`src/rtl/srl_pkg.sv`:
```
// Shared sizing and slicing helpers for the multi-tap delay bank and its users.
// Latency: none, compile-time and combinational helpers only.
// Backpressure: not applicable.
package srl_pkg;

    // Width of a tap address that can name any of `depth` stages.
    function automatic int calc_abits(input int depth);
        return $clog2(depth);
    endfunction

    // Width of a fill counter that must represent 0..depth inclusive.
    function automatic int calc_cbits(input int depth);
        return $clog2(depth + 1);
    endfunction

    // LSB of lane `lane` in a flat bus of lanes that are `lane_bits` wide.
    function automatic int tap_lsb(input int lane, input int lane_bits);
        return lane * lane_bits;
    endfunction

endpackage

```
`src/rtl/srl_tap_mux.sv`:
```
// One read tap: picks a chain stage by address and registers it with its primed flag.
// Latency: 1 cycle from i_rden to o_data/o_primed; outputs hold when i_rden is low.
// Backpressure: none, a sample is taken on every i_rden cycle.
module srl_tap_mux
    import srl_pkg::*;
#(
    parameter int WIDTH = 8,
    parameter int DEPTH = 16,
    localparam int ABITS = calc_abits(DEPTH),
    localparam int CBITS = calc_cbits(DEPTH)
) (
    input  logic                   clock,
    input  logic                   reset_n,
    input  logic                   i_rden,
    input  logic [ABITS-1:0]       i_addr,
    input  logic [DEPTH*WIDTH-1:0] i_chain,
    input  logic [CBITS-1:0]       i_count,
    output logic [WIDTH-1:0]       o_data,
    output logic                   o_primed
);

    logic [WIDTH-1:0] w_word;
    logic             w_primed;
    logic [WIDTH-1:0] r_data;
    logic             r_primed;

    // Stage select; addresses past the last stage fall through to zero instead of wrapping.
    always_comb begin
        w_word = '0;
        for (int k = 0; k < DEPTH; k++) begin
            if (i_addr == ABITS'(k)) begin
                w_word = i_chain[k*WIDTH +: WIDTH];
            end
        end
    end

    // Count never exceeds DEPTH, so an out-of-range address is also unprimed here.
    assign w_primed = (32'(i_addr) < 32'(i_count));

    // Capture the selected word on a read, otherwise hold the last sample.
    always_ff @(posedge clock or negedge reset_n) begin
        if (!reset_n) begin
            r_data   <= '0;
            r_primed <= 1'b0;
        end else if (i_rden) begin
            r_data   <= w_word;
            r_primed <= w_primed;
        end
    end

    assign o_data   = r_data;
    assign o_primed = r_primed;

endmodule

```
`src/rtl/srl_delay_bank.sv`:
```
// Shift chain of DEPTH words with CHANNELS registered read taps, fill count and primed flags.
// Latency: 1 cycle from rden_i to valid_o/data_o/primed_o; reads see pre-shift contents.
// Backpressure: none, writes and reads are accepted every cycle.
module srl_delay_bank
    import srl_pkg::*;
#(
    parameter int WIDTH    = 8,
    parameter int DEPTH    = 16,
    parameter int CHANNELS = 4,
    localparam int ABITS   = calc_abits(DEPTH),
    localparam int CBITS   = calc_cbits(DEPTH)
) (
    input  logic                      clock,
    input  logic                      reset_n,
    input  logic                      flush_i,
    input  logic                      wren_i,
    input  logic [WIDTH-1:0]          data_i,
    input  logic                      rden_i,
    input  logic [CHANNELS*ABITS-1:0] addr_i,
    output logic                      valid_o,
    output logic [CHANNELS*WIDTH-1:0] data_o,
    output logic [CHANNELS-1:0]       primed_o,
    output logic [CBITS-1:0]          count_o
);

    logic [WIDTH-1:0]       r_chain [DEPTH];
    logic [DEPTH*WIDTH-1:0] w_chain_flat;
    logic [CBITS-1:0]       r_count;
    logic                   r_valid;

    // Storage has no reset so the chain can map onto SRL/LUTRAM primitives.
    always_ff @(posedge clock) begin
        if (wren_i) begin
            r_chain[0] <= data_i;
            for (int k = 1; k < DEPTH; k++) begin
                r_chain[k] <= r_chain[k-1];
            end
        end
    end

    // Fill level: flush restarts it (counting a same-cycle write), otherwise saturate at DEPTH.
    always_ff @(posedge clock or negedge reset_n) begin
        if (!reset_n) begin
            r_count <= '0;
        end else if (flush_i) begin
            r_count <= wren_i ? CBITS'(1) : '0;
        end else if (wren_i && (r_count != CBITS'(DEPTH))) begin
            r_count <= r_count + CBITS'(1);
        end
    end

    // Read strobe follows rden_i by one cycle, aligned with the tap registers.
    always_ff @(posedge clock or negedge reset_n) begin
        if (!reset_n) begin
            r_valid <= 1'b0;
        end else begin
            r_valid <= rden_i;
        end
    end

    for (genvar k = 0; k < DEPTH; k++) begin : g_flat
        assign w_chain_flat[k*WIDTH +: WIDTH] = r_chain[k];
    end

    for (genvar c = 0; c < CHANNELS; c++) begin : g_tap
        srl_tap_mux #(
            .WIDTH (WIDTH),
            .DEPTH (DEPTH)
        ) u_tap (
            .clock    (clock),
            .reset_n  (reset_n),
            .i_rden   (rden_i),
            .i_addr   (addr_i[tap_lsb(c, ABITS) +: ABITS]),
            .i_chain  (w_chain_flat),
            .i_count  (r_count),
            .o_data   (data_o[tap_lsb(c, WIDTH) +: WIDTH]),
            .o_primed (primed_o[c])
        );
    end

    assign valid_o = r_valid;
    assign count_o = r_count;

endmodule
```
`config.mk`:
```
export PLATFORM = sky130hd
export DESIGN_NAME = srl_delay_bank
export DESIGN_NICKNAME = d
export VERILOG_FILES = /design/src/rtl/srl_pkg.sv /design/src/rtl/srl_tap_mux.sv /design/src/rtl/srl_delay_bank.sv
export SDC_FILE = /design/constraint.sdc
export NUM_CORES = 1
export LEC_CHECK = 0
export ABC_CLOCK_PERIOD_IN_PS = 2460
export CAP_MARGIN = 40
export CORE_MARGIN = 10
export CORE_UTILIZATION = 35
export DETAILED_ROUTE_END_ITERATION = 8
export HOLD_SLACK_MARGIN = 0.06
export PLACE_DENSITY = 0.52
export SLEW_MARGIN = 10
export SYNTH_ARGS = -nofsm -noshare
export SYNTH_HDL_FRONTEND = slang
export SYNTH_SLANG_ARGS = --single-unit
export TNS_END_PERCENT = 20
```
`constraint.sdc`:
```
create_clock -name clock -period 2.46 [get_ports clock]
set_clock_uncertainty 0.15 [all_clocks]
set_input_delay 0.369 -clock clock [delete_from_list [all_inputs] [get_ports clock]]
set_output_delay 0.369 -clock clock [all_outputs]
set_load 0.1 [all_outputs]
```
# Word level (Yosys, flattened, before mapping)
# Memory sizes are Yosys's and may differ from the RTL's.
# Index checks and enable logic that the tools add are counted.
[totals]
input_bits = 29
register_bits = 42
wordCells = 152
out_inout_bits = 42
ram_bits = 128
mem_count = 1
[memory_table]
columns = ["name", "words", "word_bits", "rd", "rd_ports_with_merged_regs", "write_ports", "line_no", "rtl"]
rows = [
  ["r_chain", 16, 8, 16, 0, 16, "srl_delay_bank.sv:26", "logic [WIDTH-1:0] r_chain [DEPTH];"],
]
[classes]
eq_ne = 61
reduce_logical = 6
order_cmp = 4
muxes = 69
add_sub_neg = 1
[ops]
columns = ["op", "count"]
rows = [
  ["two-way mux 8 bit", 64],
  ["equality test 4 bit, second input constant", 32],
  ["equality test 4 x 3 -> 1 bit, second input constant", 16],
  ["equality test 4 x 2 -> 1 bit, second input constant", 8],
  ["< comparator 4 x 5 -> 1 bit", 4],
  ["equality test 4 x 1 -> 1 bit, second input constant", 4],
  ["logical NOT 4 bit", 4],
  ["two-way mux 5 bit", 2],
  ["adder 5 x 1 -> 5 bit, second input constant", 1],
  ["inequality test 5 bit, second input constant", 1],
  ["two-way mux 1 bit", 3],
  ["nonzero test 2 bit", 1],
  ["logical AND 1 bit", 1],
]

# Depth between registers and ports, before layout
[depth]
depth_word = 17
depth_mapped = 9
ltp_nobuf = 7

# Cells and area by module
# Synthesis repeated with hierarchy kept, for this count alone.
[hier_totals]
cells_unflattened = 1164
hier_area_um2 = 12036.5
[modules_own_cells]
columns = ["module", "seq_area_each_um2", "cells_each", "instances", "area_each_um2"]
rows = [
  ["srl_tap_mux", 225.2, 252, 4, 1970.6],
  ["srl_delay_bank", 3993.8, 156, 1, 4154.0],
]

# Worst setup path after synthesis
# No wires, ideal clock.
[synth_path]
kind = "register to register"
start = "register r_count[1] (netlist: count_o[1])"
end = "register g_tap[0].u_tap.r_primed"
required_ns = 2.232
path_slack_ns = 0.082
path_stages_with_launch = 8
synth_period_minus_slack_ns = 2.378
n_path_buf = 0
setup_ns = 0.078
arrival_time_ns = 2.150
path_cell_list = "dfrtp_1 -> inv_1 -> ha_1 -> a21o_1 -> a21o_1 -> a21oi_1 -> nor2_1 -> a21oi_1"
[synth_between]
elab_chain_len = 1
[synth_lines]
columns = ["element", "line_no", "rtl"]
rows = [
  ["start, declared", "srl_delay_bank.sv:28", "logic [CBITS-1:0] r_count;"],
  ["start signal, assigned", "srl_delay_bank.sv:46", "r_count <= wren_i ? CBITS'(1) : '0;"],
  ["start signal, assigned", "srl_delay_bank.sv:48", "r_count <= r_count + CBITS'(1);"],
  ["< comparator 4 x 5 -> 1 bit", "srl_tap_mux.sv:38", "assign w_primed = (32'(i_addr) < 32'(i_count));"],
  ["end signal, assigned", "srl_tap_mux.sv:47", "r_primed <= w_primed;"],
  ["end, declared", "srl_tap_mux.sv:25", "logic r_primed;"],
]
# Every way passes these cells.
# A chain may end at the register's enable or synchronous reset.

# Final worst setup path
[layout_path]
start = "input addr_i[7]"
end = "register g_tap[1].u_tap.r_data[4]"
[layout_between]
elab_chain_len = 17
elab_cells_between_ends = 32
classes_between = "15 x eq/ne; 16 x mux; 1 x reduce/logical"
[layout_lines]
columns = ["element", "line_no", "rtl"]
rows = [
  ["start, declared", "srl_delay_bank.sv:19", "input logic [CHANNELS*ABITS-1:0] addr_i,"],
  ["logical NOT 4 bit", "srl_tap_mux.sv:31", "if (i_addr == ABITS'(k)) begin"],
  ["two-way mux 8 bit (15 in series)", "srl_tap_mux.sv:31", ""],
  ["two-way mux 8 bit (*)", "srl_tap_mux.sv:31", ""],
  ["end signal, assigned", "srl_tap_mux.sv:46", "r_data <= w_word;"],
  ["end, declared", "srl_tap_mux.sv:24", "logic [WIDTH-1:0] r_data;"],
]
# Mark *: on every way between the ends. The rest lies on a longest branch, timed or not.

==> results.json <==
{
  "status": "completed",
  "path_buf_inv": 3,
  "dpl.hpwl_um": 38500,
  "ir_drop_mv": 0.546,
  "clk_pin_slew_ns": 0.07,
  "worst_hold_path.endpoint": "r_chain[0][7]",
  "synth-main-ff-cell": "edfxtp_1",
  "maxSlewViolCount": 0,
  "totalPowerFinal_mw": 9.09,
  "grt_antenna_before_repair": 1,
  "place_congestion": 0.984,
  "nNetsFinal": 1362,
  "powerDensity_nw_per_um2": 641,
  "tightest_slew_ns": 0.733,
  "syn2layout_area_growth_pct": 23.5,
  "layout-drive-gt1-share_pct": 24.6,
  "first_pass_iters": 6,
  "ys_warn_count": 0,
  "fmax_mhz": 431,
  "r2r_setup_slack_ns": 0.23,
  "ioPinCount": 71,
  "final_common_cell": "buf_4",
  "finalHoldViolCount": 0,
  "drc": 0,
  "hold_depth": 1,
  "dieWidth_um": 201,
  "yosysSeqAreaShare_pct": 42.6,
  "clk_latency_ns": 0.47,
  "synth_seq_cells": 170,
  "r2r_end": "g_tap[1].u_tap.o_data[4]",
  "io_buffers": 70,
  "hold_start": "wren_i",
  "synth_edf_count": 128,
  "postCtsSetupBuffers": 0,
  "crit_type": "in2reg",
  "start_kind": "input port",
  "cpMostUsedCell": "buf_4",
  "rsz0062_at_grt": "no",
  "async_flop_share_pct": 24.7,
  "worstPathMaxFanout": 13,
  "wl_um": 51700,
  "cts_sinks": 170,
  "setup_tns_ns": 0,
  "final_cell_mix": "buf_4 (206), edfxtp_1 (128), nor2_1 (100), a21oi_1 (93), o21ai_0 (77)",
  "synth.avg_cell_area_sq_um": 9.99,
  "mappedNetlistArea_sq_um": 11500,
  "post-route-period-util_pct": 94.3,
  "initial_utilization_pct": 35.4,
  "syn_inst": 1149,
  "layout.cells.non_filler": 1775,
  "grt-ovfl-total": 0,
  "grt_pass1_wl_um": 75400,
  "power_leakage_nw": 5.52,
  "worst-endpoint-arrival_ns": 2.48,
  "cp.required_ns": 2.62,
  "avgRoutedWirePerCell_um": 29.2,
  "place_inst": 1741,
  "ff2ff_path_depth": 6,
  "crit_family": "buffers and inverters",
  "core_sq_um": 32500,
  "drt_iter0_drc": 1653,
  "whs_ns": 0.107,
  "r2r-start": "r_chain[0][28]",
  "die_height_um": 201,
  "grt_pass1_vias": 10500,
  "slew-limit-headroom_pct": 49.8,
  "hold_class": "in2reg",
  "worstPathCellList": "clkdlybuf4s50_1, buf_4, buf_4, nand2_1, o311ai_1, o221ai_1",
  "end_kind": "flip-flop",
  "grtUsageTotal_pct": 25.0,
  "clock_path_buffers": 2,
  "vias_per_cell": 6.25,
  "num_vias": 11100,
  "synthDistinctLibCells": 78,
  "cts_tree": "done",
  "htreeDepth": 4,
  "maxCapViolCount": 0,
  "cts_root_buf": "clkbuf_16",
  "critPathMaxStageDelay_ns": 0.62,
  "post-route-min-period_ns": 2.32,
  "grt_max_degree": 48,
  "syn_nets": 1192,
  "fp.dieArea_sq_um": 40500,
  "antenna_left": 0,
  "cts_buffers": 17,
  "std_cell_rows": 66,
  "setup_viol": 0,
  "crit_slowest_cell": "clkdlybuf4s50_1"
}
cell families (layout without fill, tap and decap cells):
kind of cell | count (synthesis) | in the layout | synth area share (%)
compound gates | 406 | 406 | 23.5
xor+xnor | 3 | 3 | 0.229
fa+ha+maj | 14 | 14 | 1.53
buf+inv | 139 | 322 | 6.31
flops | 170 | 170 | 42.6
mux | 120 | 120 | 13.3
other cells | 0 | 1 | 0
simple gates | 297 | 297 | 12.4
metrics by stage:
| step | worst slack [ns] | util, % | cell area (sq um) |
|---|---|---|---|
| after floorplan | 0.0821 | - | 11500 |
| after CTS | 0.0710 | 43.7 | 14200 |
| after detailed placement | -0.415 | 41.8 | 13600 |
| after global routing | 0.0685 | 43.7 | 14200 |
| final | 0.141 | 43.7 | 14200 |
| after global placement | -0.424 | 41.8 | 13600 |
what timing repair did:
item,4_1_cts,5_1_grt
endpoints found under the setup margin,0,1
hold buffers,1,0
gates resized for setup,0,1
endpoints found under the hold margin,17,0
worst max-delay path by stage:
stage	from	to	slack [ns]	depth (start not counted)
final	addr_i[7]	g_tap[1].u_tap.o_data[4]	0.14	6
after global routing	addr_i[7]	g_tap[1].u_tap.o_data[5]	0.07	8
after CTS	addr_i[7]	g_tap[1].u_tap.o_data[4]	0.07	6
after detailed placement	addr_i[7]	g_tap[1].u_tap.o_data[4]	-0.41	6
after global placement	addr_i[7]	g_tap[1].u_tap.o_data[4]	-0.42	6
after floorplan	count_o[1]	g_tap[0].u_tap.o_primed	0.08	7
routing by layer:
metal  GRT usage [%]  share of wire (%)
met2            35.2                 41
met4            9.14                3.2
met5               0              0.015
met1            35.6                 44
met3            6.89                 11
synthesized netlist by cell type (all sizes together) (6+ instances only):
cell / count / area share (%)
mux4: 24 / 4.7
o22ai: 41 / 2.2
dfrtp: 42 / 9.2
ha: 14 / 1.5
o32ai: 7 / 0.53
nor2: 100 / 3.3
nand2: 73 / 2.4
a221oi: 6 / 0.57
buf: 76 / 4.2
a21o: 13 / 0.85
nor3: 16 / 0.78
inv: 39 / 1.3
a211oi: 11 / 0.81
a21boi: 6 / 0.39
nand4: 9 / 0.49
a22oi: 18 / 1.2
a21oi: 93 / 4.1
mux2i: 71 / 6.2
nand2b: 21 / 1.2
o21ai: 84 / 3.7
nor2b: 20 / 1.1
clkbuf: 24 / 0.82
edfxtp: 128 / 33
nand3: 27 / 1.2
nand3b: 11 / 0.72
o31ai: 6 / 0.39
a2bb2oi: 6 / 0.46
a31oi: 14 / 0.76
o211ai: 15 / 0.98
a22o: 11 / 0.84
o221ai: 12 / 0.92
mux2: 25 / 2.5
o22a: 9 / 0.69
power breakdown:
part           total, mW  internal (mW)  switching [mW]
registers           3.66           3.34           0.323
logic               2.57          0.860            1.71
clock network       2.86           1.63            1.24
sequential cells by signal (all words and copies together), names as in the netlist:
register              count
g_tap.u_tap.o_primed      4
r_chain                 128
g_tap.u_tap.o_data       32
count_o                   5
valid_o                   1
final cells by class:
cell class,count,area [sq um]
timing repair buffer,251,2120
sequential,170,4890
clock buffer,22,454
antenna,1,2.50
tap,442,553
inverter,39,149
clock inverter,10,143
fill,3132,18300
multi-input combinational,840,5860
(Power assumes the default switching activity.)
